## config.mk

```make
export PLATFORM = sky130hd
export DESIGN_NAME = memory_board_ctrl
export DESIGN_NICKNAME = d
export VERILOG_FILES = /design/src/rtl/memory_board_ctrl_pkg.sv /design/src/rtl/memory_board_ctrl_card_hit_decoder.sv /design/src/rtl/memory_board_ctrl.sv
export SDC_FILE = /design/constraint.sdc
export NUM_CORES = 1
export LEC_CHECK = 0
export CORE_MARGIN = 4
export CORE_UTILIZATION = 55
export CTS_CLUSTER_DIAMETER = 50
export DETAILED_ROUTE_END_ITERATION = 10
export GPL_TIMING_DRIVEN = 0
export PLACE_DENSITY = 0.84
export SLEW_MARGIN = 40
export SYNTH_ARGS = -nofsm -noshare
export SYNTH_HDL_FRONTEND = slang
export SYNTH_SLANG_ARGS = --single-unit
export TNS_END_PERCENT = 30
```

## constraint.sdc

```tcl
create_clock -name clk -period 2.8 [get_ports clk]
set_input_delay 0.28 -clock clk [delete_from_list [all_inputs] [get_ports clk]]
set_output_delay 0.28 -clock clk [all_outputs]
set_load 0.05 [all_outputs]
```

## src/rtl/memory_board_ctrl_pkg.sv

```systemverilog
// Shared definitions for the memory game board controller: FSM states and default grid geometry.
package memory_board_ctrl_pkg;

  typedef enum logic [2:0] {
    ST_IDLE   = 3'd0,
    ST_FIRST  = 3'd1,
    ST_RD1    = 3'd2,
    ST_SECOND = 3'd3,
    ST_RD2    = 3'd4,
    ST_CMP    = 3'd5,
    ST_HOLD   = 3'd6,
    ST_DONE   = 3'd7
  } state_t;

  localparam int POS_W          = 12;
  localparam int MOVES_W        = 16;
  localparam int DEF_GRID_X     = 4;
  localparam int DEF_GRID_Y     = 3;
  localparam int DEF_ORIGIN_X   = 62;
  localparam int DEF_ORIGIN_Y   = 44;
  localparam int DEF_CARD_W     = 200;
  localparam int DEF_CARD_H     = 200;
  localparam int DEF_GAP        = 20;
  localparam int DEF_COLOR_W    = 12;
  localparam int DEF_HIDE_DELAY = 65_000_000;

endpackage

```

## src/rtl/memory_board_ctrl_card_hit_decoder.sv

```systemverilog
// Combinational hit test: registered mouse position -> {hit, card index}; gaps and off-grid miss.
module card_hit_decoder
  import memory_board_ctrl_pkg::*;
#(
  parameter int GRID_X   = DEF_GRID_X,
  parameter int GRID_Y   = DEF_GRID_Y,
  parameter int ORIGIN_X = DEF_ORIGIN_X,
  parameter int ORIGIN_Y = DEF_ORIGIN_Y,
  parameter int CARD_W   = DEF_CARD_W,
  parameter int CARD_H   = DEF_CARD_H,
  parameter int GAP      = DEF_GAP,
  parameter int AW       = 4
) (
  input  logic [POS_W-1:0] x,
  input  logic [POS_W-1:0] y,
  output logic             hit,
  output logic [AW-1:0]    idx
);

  logic [31:0]       x_ext;
  logic [31:0]       y_ext;
  logic [GRID_X-1:0] col_hit;
  logic [GRID_Y-1:0] row_hit;
  logic              col_ok;
  logic              row_ok;
  int                col_i;
  int                row_i;

  assign x_ext = {{(32-POS_W){1'b0}}, x};
  assign y_ext = {{(32-POS_W){1'b0}}, y};

  // One window comparator per column and per row; at most one of each can fire.
  genvar gi;
  generate
    for (gi = 0; gi < GRID_X; gi++) begin : g_col
      localparam logic [31:0] LO = 32'(ORIGIN_X + gi * (CARD_W + GAP));
      assign col_hit[gi] = (x_ext >= LO) && (x_ext < LO + 32'(CARD_W));
    end
    for (gi = 0; gi < GRID_Y; gi++) begin : g_row
      localparam logic [31:0] LO = 32'(ORIGIN_Y + gi * (CARD_H + GAP));
      assign row_hit[gi] = (y_ext >= LO) && (y_ext < LO + 32'(CARD_H));
    end
  endgenerate

  always_comb begin
    col_i  = 0;
    row_i  = 0;
    col_ok = 1'b0;
    row_ok = 1'b0;
    for (int i = 0; i < GRID_X; i++) begin
      if (col_hit[i]) begin
        col_i  = i;
        col_ok = 1'b1;
      end
    end
    for (int i = 0; i < GRID_Y; i++) begin
      if (row_hit[i]) begin
        row_i  = i;
        row_ok = 1'b1;
      end
    end
    hit = col_ok & row_ok;
    idx = AW'(row_i * GRID_X + col_i);
  end

endmodule

```

## src/rtl/memory_board_ctrl.sv

```systemverilog
// Memory game board controller: reveal two cards, compare colours, keep or hide the pair.
// Optional MOVE_COUNTER_EN builds a saturating pair-attempt counter on the moves output.
module memory_board_ctrl
  import memory_board_ctrl_pkg::*;
#(
  parameter int GRID_X     = DEF_GRID_X,
  parameter int GRID_Y     = DEF_GRID_Y,
  parameter int ORIGIN_X   = DEF_ORIGIN_X,
  parameter int ORIGIN_Y   = DEF_ORIGIN_Y,
  parameter int CARD_W     = DEF_CARD_W,
  parameter int CARD_H     = DEF_CARD_H,
  parameter int GAP        = DEF_GAP,
  parameter int COLOR_W    = DEF_COLOR_W,
  parameter int HIDE_DELAY = DEF_HIDE_DELAY,
  localparam int N         = GRID_X * GRID_Y,
  localparam int AW        = $clog2(N)
) (
  input  logic               clk,
  input  logic               rst,
  input  logic               enable,
  input  logic [POS_W-1:0]   xpos,
  input  logic [POS_W-1:0]   ypos,
  input  logic               left,
  output logic [AW-1:0]      rd_addr,
  input  logic [COLOR_W-1:0] rd_data,
  output logic [N-1:0]       revealed,
  output logic [N-1:0]       matched,
  output logic               game_over,
  output logic [MOVES_W-1:0] moves
);

  localparam int TW = $clog2(HIDE_DELAY + 1);
  localparam logic [N-1:0] ALL_CARDS = {N{1'b1}};

  state_t             state_reg;
  logic               left_reg, left_d_reg;
  logic [POS_W-1:0]   x_reg, y_reg;
  logic [AW-1:0]      rd_addr_reg, idx_a_reg, idx_b_reg;
  logic [N-1:0]       revealed_reg, matched_reg;
  logic               game_over_reg, rd_wait_reg;
  logic [COLOR_W-1:0] col_a_reg, col_b_reg;
  logic [TW-1:0]      timer_reg;
  logic               click, hit, pick_ok;
  logic [AW-1:0]      hit_idx;
  logic [N-1:0]       pair_mask;

  card_hit_decoder #(
    .GRID_X(GRID_X), .GRID_Y(GRID_Y), .ORIGIN_X(ORIGIN_X), .ORIGIN_Y(ORIGIN_Y),
    .CARD_W(CARD_W), .CARD_H(CARD_H), .GAP(GAP), .AW(AW)
  ) u_hit (
    .x  (x_reg),
    .y  (y_reg),
    .hit(hit),
    .idx(hit_idx)
  );

  assign click     = left_reg & ~left_d_reg;
  assign pick_ok   = click & hit & ~revealed_reg[hit_idx] & ~matched_reg[hit_idx];
  assign pair_mask = (N'(1) << idx_a_reg) | (N'(1) << idx_b_reg);

`ifdef MOVE_COUNTER_EN
  logic [MOVES_W-1:0] moves_reg;
  assign moves = moves_reg;
`else
  assign moves = '0;
`endif

  always_ff @(posedge clk) begin
    if (!rst) begin
      state_reg     <= ST_IDLE;
      left_reg      <= 1'b0;
      left_d_reg    <= 1'b0;
      x_reg         <= '0;
      y_reg         <= '0;
      rd_addr_reg   <= '0;
      idx_a_reg     <= '0;
      idx_b_reg     <= '0;
      revealed_reg  <= '0;
      matched_reg   <= '0;
      game_over_reg <= 1'b0;
      rd_wait_reg   <= 1'b0;
      col_a_reg     <= '0;
      col_b_reg     <= '0;
      timer_reg     <= '0;
`ifdef MOVE_COUNTER_EN
      moves_reg     <= '0;
`endif
    end else begin
      left_reg   <= left;
      left_d_reg <= left_reg;
      x_reg      <= xpos;
      y_reg      <= ypos;
      if (!enable) begin
        state_reg     <= ST_IDLE;
        rd_addr_reg   <= '0;
        revealed_reg  <= '0;
        matched_reg   <= '0;
        game_over_reg <= 1'b0;
        rd_wait_reg   <= 1'b0;
        timer_reg     <= '0;
`ifdef MOVE_COUNTER_EN
        moves_reg     <= '0;
`endif
      end else begin
        case (state_reg)
          ST_IDLE: state_reg <= ST_FIRST;
          ST_FIRST, ST_SECOND: begin
            if (pick_ok) begin
              revealed_reg[hit_idx] <= 1'b1;
              rd_addr_reg           <= hit_idx;
              rd_wait_reg           <= 1'b0;
              if (state_reg == ST_FIRST) begin
                idx_a_reg <= hit_idx;
                state_reg <= ST_RD1;
              end else begin
                idx_b_reg <= hit_idx;
                state_reg <= ST_RD2;
              end
            end
          end
          // The regfile answers one cycle after it samples rd_addr, so wait a cycle first.
          ST_RD1, ST_RD2: begin
            if (!rd_wait_reg) begin
              rd_wait_reg <= 1'b1;
            end else begin
              rd_wait_reg <= 1'b0;
              if (state_reg == ST_RD1) begin
                col_a_reg <= rd_data;
                state_reg <= ST_SECOND;
              end else begin
                col_b_reg <= rd_data;
                state_reg <= ST_CMP;
              end
            end
          end
          ST_CMP: begin
`ifdef MOVE_COUNTER_EN
            if (moves_reg != {MOVES_W{1'b1}}) moves_reg <= moves_reg + MOVES_W'(1);
`endif
            if (col_a_reg == col_b_reg) begin
              matched_reg  <= matched_reg | pair_mask;
              revealed_reg <= revealed_reg & ~pair_mask;
              if ((matched_reg | pair_mask) == ALL_CARDS) begin
                state_reg     <= ST_DONE;
                game_over_reg <= 1'b1;
              end else begin
                state_reg <= ST_FIRST;
              end
            end else begin
              timer_reg <= TW'(HIDE_DELAY - 1);
              state_reg <= ST_HOLD;
            end
          end
          ST_HOLD: begin
            if (timer_reg == '0) begin
              revealed_reg <= revealed_reg & ~pair_mask;
              state_reg    <= ST_FIRST;
            end else begin
              timer_reg <= timer_reg - TW'(1);
            end
          end
          ST_DONE: state_reg <= ST_DONE;
          default: state_reg <= ST_IDLE;
        endcase
      end
    end
  end

  assign rd_addr   = rd_addr_reg;
  assign revealed  = revealed_reg;
  assign matched   = matched_reg;
  assign game_over = game_over_reg;

endmodule

```

Yosys cells after proc, flatten, opt, wreduce, memory -nomap -nowiden
Cells that the tools add are included.

operators by class
  add/sub/neg operators = 2
  magnitude comparators = 16
  equality and inequality tests = 15
  shifts and indexed selects = 2
  mux-type cells = 36
  bitwise gates (word level) = 15
  reduce and logical (&&, ||, !) cells = 27

operators with widths
  operator                                                                                number
  26-bit 2-to-1 mux                                                                       2
  26-bit one-hot mux with 2 select lines                                                  1
  12-bit by 9-bit greater-or-equal comparator with 1-bit output (second input constant)   4
  12-bit by 10-bit less-than comparator with 1-bit output (second input constant)         3
  12-bit by 9-bit less-than comparator with 1-bit output (second input constant)          3
  12-bit 2-to-1 mux                                                                       3
  12-bit OR                                                                               3
  12-bit one-hot mux with 3 select lines                                                  1
  26-bit logical NOT                                                                      1
  26-bit by 1-bit subtractor with 26-bit output (second input constant)                   1
  12-bit by 6-bit greater-or-equal comparator with 1-bit output (second input constant)   2
  1-bit by 4-bit left shift with 12-bit output (first input constant)                     2
  3-bit 2-to-1 mux                                                                        7
  4-bit AND reduction                                                                     5
  3-bit one-hot mux with 6 select lines                                                   1
  1-bit 2-to-1 mux                                                                        14
  12-bit AND                                                                              1
  12-bit equality test                                                                    1
  12-bit equality test (second input constant)                                            1
  3-bit equality test (second input constant)                                             4
  12-bit by 10-bit greater-or-equal comparator with 1-bit output (second input constant)  1
  12-bit by 8-bit less-than comparator with 1-bit output (second input constant)          1
  2-bit inequality test (second input constant)                                           6
  12-bit NOT                                                                              1
  18 further kinds                                                                        44

storage, ports and cells
  register bits = 117
  input port bits = 40
  output and inout bits = 45

Logic depth before layout (Yosys ltp)
Gate-level depths: netlist of run 1.

  depth after elaboration = 13
  mapped depth = 10
  depth with buffers taken out = 8

Cells and area by module
A second synthesis of run 1 with hierarchy kept.

unflattened totals
  cells, all modules = 634
  area, all modules = 5646.7 µm²

modules (own cells, without submodules)
  module             times used  cells each  area an instance (µm²)  sequential area each (µm²)
  memory_board_ctrl  1           578         5268.8                  2342.2
  card_hit_decoder   1           56          377.9                   0.0

Worst setup path before layout of run 1
OpenSTA, ideal clock, no wires.

  path type = reg-to-reg
  from = register timer_reg[13]
  to = register timer_reg[24]
  library setup time = 0.132 ns
  data arrival time = 2.288 ns
  data required time = 2.668 ns
  slack = 0.380 ns
  stages on the path, launching flop included = 9
  path buffers = 1
  cell sequence = dfxtp_1 or4_4 or4_4 nand4b_4 a22o_4 buf_6 nand4_1 xor2_1 a21oi_1

on the way
  longest elaborated chain between the ends = 3
  elaborated cells on any way between the ends = 6

RTL lines
  element                                                                                     line                                                source
  start, declared                                                                             memory_board_ctrl.sv:42                             logic [TW-1:0] timer_reg;
  start signal, assigned                                                                      memory_board_ctrl.sv:150                            timer_reg <= TW'(HIDE_DELAY - 1);
  start signal, assigned                                                                      memory_board_ctrl.sv:159                            timer_reg <= timer_reg - TW'(1);
  26-bit by 1-bit subtractor with 26-bit output / 26-bit logical NOT (equally long branches)  memory_board_ctrl.sv:159, memory_board_ctrl.sv:155
  26-bit 2-to-1 mux / 2-bit inequality test (equally long branches)                           --
  26-bit one-hot mux with 2 select lines / 3-bit AND reduction (equally long branches)        --

Parallel ways exist; a longest one is shown, timed or not. The select of a mux whose other input is x is not followed.
A chain may end at the register's enable or synchronous reset.

Worst setup path in the final report of run 1
  from = register x_reg[7]
  to = register idx_a_reg[1]

on the way
  longest elaborated chain between the ends = 12
  elaborated cells on any way between the ends = 31

RTL lines
  element                                                                                                                                         line                                      source
  start, declared                                                                                                                                 memory_board_ctrl.sv:37                   logic [POS_W-1:0] x_reg, y_reg;
  start signal, assigned                                                                                                                          memory_board_ctrl.sv:91                   x_reg <= xpos;
  12-bit by 9-bit greater-or-equal comparator with 1-bit output / 12-bit by 9-bit less-than comparator with 1-bit output (equally long branches)  memory_board_ctrl_card_hit_decoder.sv:37  assign col_hit[gi] = (x_ext >= LO) && (x_ext < LO + 32'(CARD_W));
  1-bit logical AND                                                                                                                               memory_board_ctrl_card_hit_decoder.sv:37
  1-bit 2-to-1 mux                                                                                                                                memory_board_ctrl_card_hit_decoder.sv:51  if (col_hit[i]) begin
  2-bit 2-to-1 mux (2 in a row)                                                                                                                   memory_board_ctrl_card_hit_decoder.sv:51
  4-bit by 2-bit adder with 4-bit output                                                                                                          memory_board_ctrl_card_hit_decoder.sv:63  idx = AW'(row_i * GRID_X + col_i);
  1-bit binary-select mux with 4-bit select                                                                                                       memory_board_ctrl.sv:58                   assign pick_ok = click & hit & ~revealed_reg[hit_idx] & ~matched_reg[hit_idx];
  1-bit 2-to-1 mux (not written as such)                                                                                                          memory_board_ctrl.sv:58
  1-bit NOT                                                                                                                                       memory_board_ctrl.sv:58
  1-bit AND (2 in a row)                                                                                                                          memory_board_ctrl.sv:58
  4-bit AND reduction (no source line)                                                                                                            --
  end signal, assigned                                                                                                                            memory_board_ctrl.sv:113                  idx_a_reg <= hit_idx;
  end, declared                                                                                                                                   memory_board_ctrl.sv:38                   logic [AW-1:0] rd_addr_reg, idx_a_reg, idx_b_reg;

Parallel ways exist; a longest one is shown, timed or not. The select of a mux whose other input is x is not followed.

==> impl_results.md, run 1 <==
* Status: finished, final reports clean
* Initial cell density of the core at 56.3%
* Drt drc at 0
* Place WS at -0.00747 ns
* PD cells at 569 nW/um2
* WHS at 0.334 ns
* CP max stage delay at 0.44 ns
* Largest family of logic cells by synthesized area: simple AND/OR/NAND/NOR gates
* Layout area overhead at 26.6%
* Syn_area_per_cell at 9.13 um2
* Clock-pin slew on the worst setup and hold paths at 0.06 ns
* Max clock buf depth at 2
* H-tree depth at 4
* Total gr overflow at 0
* CP Data Required Time at 3.25 ns
* Delay-heaviest family, CP: compound AO/OA/AOI/OAI gates
* Top FF cell, synth: dfxtp_1
* Rel. slew slack at 48.2%
* Nets at 775
* Vias per cell at 5.91
* Row count at 37
* Area of the multi-input gates at 3260 um2
* Max reg flops at 26
* Final Hold Fails at 0
* Peak supply drop at 0.365 mV
* CTS Sinks at 114
* Ys Warns at 0
* Worst setup EP type: flop
* Max_cap viols at 0
* DR WL/cell at 16.7 um
* Worst-margin pin slew at 0.777 ns
* Via count of the first global-routing pass at 5142
* Root Buffer Master: clkbuf_8
* Buffers & Inverters on Critical Path at 2
* Seq/Total Area, Yosys at 39.4%
* Max Clock Freq at 372 MHz
* Final Skew at 0.00943 ns
* Data arrival, critical path at 3.14 ns
* Crit Path Class: flop to flop
* FILL cells at 784
* DPL Wire Length at 10400 um
* Core area at 10300 um2
* Final setup viols at 0
* Synth Cell Area at 5790 um2
* Largest net degree at the start of global routing at 17
* Leakage at 2.95 nW
* Area share of fa/ha/maj cells after synthesis at 0.216%
* Post-cts hold buffer count at 0
* HP Class: primary input to flop
* CTS tree: done
* Cells after Synth at 634
* Layout cells sized above 1 at 10.7%
* Via count at 5217
* Final WS setup at 0.112 ns
* Crit path max fanout at 9
* Netlist cell types at 77
* #FFs+latches synth at 114
* Critical Path, Cell by Cell: buf_6 > or3_4 > o31a_1 > a2111oi_0 > or3_1 > o2111a_4 > and4_4 > buf_6 > mux2i_1
* DIE WIDTH at 111 um
* Clock latency on the worst-skew pair at 0.52 ns
* Gpl congestion at 0.924
* I/O pins at 85
* CP Launch Type: flop
* GRT Overall Usage at 23.8%
* Sequential cell area at 2280 um2
* Most frequent CP cell: buf_6
* Number of detailed-route iterations in the first pass at 5
* Async SR Flop Fraction at 0%
* Fin. max-slew vios at 0
* Slowest cell on crit path: a2111oi_0
* Compound-Gate Fraction of Synth Area at 18.0%
* Post-Synth XOR/XNOR Area at 5.45%
* Routed wire length at 14700 um
* Antenna Cells at 0
* IO buf count at 64
* First-pass GRT wire length at 24200 um
* Initial drt markers at 436
* DRT antenna net count at 0
* Die H at 111 um
* Initial antenna violation count at 0
* DIE AREA at 12200 um2
* Min cycle time layout at 2.69 ns
* Tcrit/Tclk final at 96.0%
* Total CTS buffers at 17
* Simple-Gate Fraction of Synth Area at 24.6%
* Mux cell area share after synthesis at 6.40%
* Post-synth EDFFs at 0
stage by stage:
step	total power, W	util, %	setup TNS, ns	cell area [um2]	std cells
floorplan	0.00186	-	0	5840	649
global placement	0.00194	64.7	0	6650	849
detailed placement	0.00195	64.8	-0.0102	6660	849
CTS	0.00418	71.0	0	7290	882
global route	0.00429	71.3	-0.00129	7330	883
finish	0.00417	71.3	0	7330	883
Yosys cell counts (5+ instances only):
library cell	count	area share, %
nor2b_1	33	3.6
o21ai_1	6	0.52
clkbuf_1	26	1.7
nand2_1	34	2.2
xor2_1	27	4.1
nand4_1	10	1.1
nand3_1	12	1.0
nor4_1	14	1.5
o21ai_0	9	0.78
a22oi_1	7	0.91
o21a_1	9	1.2
a211oi_1	7	0.91
nor2_1	44	2.9
mux2i_1	37	6.4
buf_4	16	2.1
xnor2_1	9	1.4
a21oi_1	32	2.8
inv_1	13	0.84
nand2b_1	10	1.1
or3_1	6	0.65
dfxtp_1	114	39
and2_1	27	2.9
o22ai_1	5	0.54
o211ai_1	12	1.6
nor3_1	15	1.3
path summary, 6_finish.rpt:
kind | from | to | slack [ns] | cells after the start
min reg2reg | left_reg | left_d_reg | 0.46 | 1
max | x_reg[7] | idx_a_reg[1] | 0.11 | 9
max reg2reg | x_reg[7] | idx_a_reg[1] | 0.11 | 9
min | xpos[1] | x_reg[1] | 0.33 | 2
worst reg2reg max path: cells and delay by family (launching register included):
family | cells | cell delay, ns
buf+inv | 2 | 0.25
mux | 1 | 0.18
compound gates | 3 | 1.02
flops | 1 | 0.30
simple gates | 3 | 0.85
report_power, final:
group | leakage [nW] | switching, W | internal [W] | total (W)
Combinational | 1.72 | 0.000154 | 0.000110 | 0.000265
Sequential | 0.924 | 0.0000199 | 0.00164 | 0.00166
Clock | 0.303 | 0.000802 | 0.00144 | 0.00224
timing repair:
| action | in CTS | in global routing |
|---|---|---|
| resized for setup | 1 | 6 |
| buffers inserted | 1 | 1 |
| pin swaps | 1 | 1 |
| endpoints found under the setup margin | 11 | 30 |
| gates cloned | 0 | 0 |
placed cells by master, fill, tap and decap left out, types with 6 or more instances in the layout:
cell type        instances
a211oi_1                 7
a21oi_1                 32
a22oi_1                  7
and2_1                  27
buf_4                   19
clkbuf_1                26
clkbuf_16               16
clkdlybuf4s50_1         64
conb_1                  16
dfxtp_1                114
inv_1                   13
mux2i_1                 37
nand2_1                 34
nand2b_1                10
nand3_1                 12
nand4_1                 10
nor2_1                  44
nor2b_1                 33
nor3_1                  14
nor4_1                  14
o211ai_1                12
o21a_1                   9
o21ai_0                  9
or3_1                    6
xnor2_1                  9
xor2_1                  27
layer usage:
layer | global-route usage (%) | part of all wire (%)
met1 | 28.9 | 41
met3 | 5.32 | 7.3
met2 | 40.7 | 49
met5 | 0 | 0
met4 | 10.0 | 2.6
layout make-up:
| type | instances | share of cell area [%] |
|---|---|---|
| multi-input cells | 470 | 44.4 |
| flip-flops and latches | 114 | 31.1 |
| repair buffers | 66 | 8.95 |
| clock buffers | 20 | 6.21 |
| plain buffers | 52 | 3.98 |
| well taps | 136 | 2.32 |
| clock inverters | 12 | 2.29 |
| inverters | 13 | 0.666 |
logic make-up (layout without fill, tap and decap cells):
group | count (synthesis) | count (layout)
muxes | 37 | 37
AOI/OAI and AO/OA | 136 | 136
DFF | 114 | 114
buffers and inverters | 65 | 163
adders and majority gates | 1 | 1
xor gates and xnor gates | 36 | 36
other | 1 | 16
and+or+nand+nor | 244 | 244
Power figures use the tool's default switching activity.
==> inputs of run 2 (changes only) <==
- CORE_ASPECT_RATIO: default -> 1.25
==> run 2 against run 1 <==
Net effect:
- setup slack got worse by 0.10 ns
- sequential power barely moved
- critical path depth fell by 1
- global-route usage rose by 1.0 points
- via count rose by 1.5%
- core utilization rose by 0.90 points
- die area barely moved
- cell count fell by 0.34%
- final area rose by 0.58%
- register-to-register slack got worse by 0.10 ns
- maximum frequency fell by 3.7%
- sequential share of layout area fell by 0.18 points
- largest power group unchanged
==> impl_results.md, run 2 (synthesis gave the netlist of run 1 again) <==
* H-tree depth at 4 (unchanged)
* CP max stage delay at 0.58 ns (+0.14 ns)
* Via count of the first global-routing pass at 5148 (+0.12%)
* Nets at 779 (+0.52%)
* Row count at 41 (+11%)
* Clock-pin slew on the worst setup and hold paths at 0.06 ns (about the same)
* Tcrit/Tclk final at 99.7% (+3.7 points)
* I/O pins at 85 (unchanged)
* Critical Path, Cell by Cell: or4_4 > or4_4 > nand4b_4 > nor2b_4 > o21ai_1 > clkbuf_4 > o211ai_1 > o21ai_1
* Fin Setup TNS at 0 ns (unchanged)
* Place WS at 0.0228 ns (+0.0302 ns)
* Max Clock Freq at 358 MHz (-3.7%)
* PD cells at 566 nW/um2 (-0.62%)
* Final Hold Fails at 0 (unchanged)
* Worst setup EP type: flop
* Fin. max-slew vios at 0 (unchanged)
* Gpl congestion at 0.881 (-4.7%)
* Worst-margin pin slew at 0.787 ns (+0.0101 ns)
* Crit Path Class: flop to flop
* Core area at 10200 um2 (-0.67%)
* Post-cts hold buffer count at 0 (unchanged)
* Status: finished, final reports clean
* Final Skew at 0.00956 ns (+0.000127 ns)
* Largest net degree at the start of global routing at 17 (unchanged)
* CTS tree: done
* HP Class: primary input to flop
* Final WS setup at 0.00859 ns (-0.104 ns)
* Min cycle time layout at 2.79 ns (+0.104 ns)
* CP Data Required Time at 3.08 ns (-0.17 ns)
* Slowest cell on crit path: or4_4
* IO buf count at 64 (unchanged)
* Max reg flops at 26 (unchanged)
* Vias per cell at 6.02 (+1.8%)
* Max clock buf depth at 2 (unchanged)
* Antenna Cells at 0 (unchanged)
* Most frequent cells in the layout: dfxtp_1 (114), clkdlybuf4s50_1 (64), nor2_1 (44)
* Rel. slew slack at 47.5% (-0.67 points)
* Peak supply drop at 0.447 mV (+22%)
* DIE WIDTH at 99.7 um (-9.8%)
* Clock latency on the worst-skew pair at 0.41 ns (-0.11 ns)
* Leakage at 2.99 nW (+1.2%)
* Unrepaired setup endpoints after global routing: yes
* Initial cell density of the core at 56.7% (+0.38 points)
* Layout cells sized above 1 at 11.5% (+0.74 points)
* Crit path max fanout at 10 (+1)
* Root Buffer Master: clkbuf_16
* First-pass GRT wire length at 24500 um (+1.3%)
* Delay-heaviest family, CP: simple AND/OR/NAND/NOR gates
* Most common cell after layout, fill and taps aside: dfxtp_1
* WHS at 0.450 ns (+0.115 ns)
* DRT antenna net count at 0 (unchanged)
* Via count at 5295 (+1.5%)
* Max_cap viols at 0 (unchanged)
* GRT Overall Usage at 24.9% (+1.0 points)
* Buffers & Inverters on Critical Path at 1 (-1)
* DPL Wire Length at 10500 um (+0.56%)
* DR WL/cell at 17.1 um (+2.4%)
* CTS Sinks at 114 (unchanged)
* Die H at 123 um (+11%)
* Drt drc at 0 (unchanged)
* CP Launch Type: flop
* Number of detailed-route iterations in the first pass at 5 (unchanged)
* Final setup viols at 0 (unchanged)
* Initial drt markers at 427 (-2.1%)
* Data arrival, critical path at 3.07 ns (-0.07 ns)
* Initial antenna violation count at 0 (unchanged)
* DIE AREA at 12200 um2 (about the same)
* Routed wire length at 15000 um (+2.0%)
* Total CTS buffers at 17 (unchanged)
* Total gr overflow at 0 (unchanged)
* Layout area overhead at 27.4%
run 2: cell types whose count changed in the layout (fill, tap and decap cells not counted), sizes merged:
| cell | previous run | this run |
|---|---|---|
| buf | 28 | 30 |
| clkbuf | 46 | 51 |
| clkinv | 4 | 5 |
| inv | 17 | 13 |
run 2: layout make-up:
class	count	area [um2]
flip-flops and latches	114	2280
well taps	129	161
clock inverters	9	126
clock buffers	23	498
repair buffers	70	686
inverters	13	48.8
fillers	737	2840
plain buffers	52	294
multi-input cells	470	3270
run 2: repair_timing:
item / in CTS / in global routing
buffers inserted: 0 / 6
endpoints found under the setup margin: 7 / 35
resized for setup: 1 / 10
pin swaps: 0 / 2
run 2: routing by layer:
| layer | GRT usage (%) | vias to the layer above | routed length (um) |
|---|---|---|---|
| li1 | - | 2483 | - |
| met1 | 28.9 | 2506 | 5800 |
| met2 | 43.3 | 249 | 7660 |
| met3 | 4.49 | 57 | 1020 |
| met4 | 13.2 | 0 | 540 |
| met5 | 0 | - | 0 |
run 2: metrics by stage:
stage / instance area (um2) / instances / total power (W) / utilization (%)
floorplan: 5840 / 649 / 0.00186 / -
global placement: 6650 / 842 / 0.00194 / 65.1
detailed placement: 6650 / 842 / 0.00195 / 65.1
CTS: 7280 / 874 / 0.00417 / 71.3
global route: 7370 / 880 / 0.00426 / 72.2
finish: 7370 / 880 / 0.00417 / 72.2
run 2: power by group:
part           total, W  switching, W  internal (W)
registers       0.00166     0.0000206       0.00164
logic          0.000266      0.000154      0.000112
clock network   0.00224      0.000729       0.00151
run 2: worst paths after layout:
| kind | slack [ns] | to | from | cells after the start |
|---|---|---|---|---|
| worst max-delay path | 0.009 | revealed[8] | timer_reg[13] | 8 |
| worst min-delay path | 0.45 | y_reg[5] | ypos[5] | 2 |
| worst max register to register | 0.009 | revealed[8] | timer_reg[13] | 8 |
| worst min register to register | 0.46 | rd_addr[1] | rd_addr[1] | 2 |
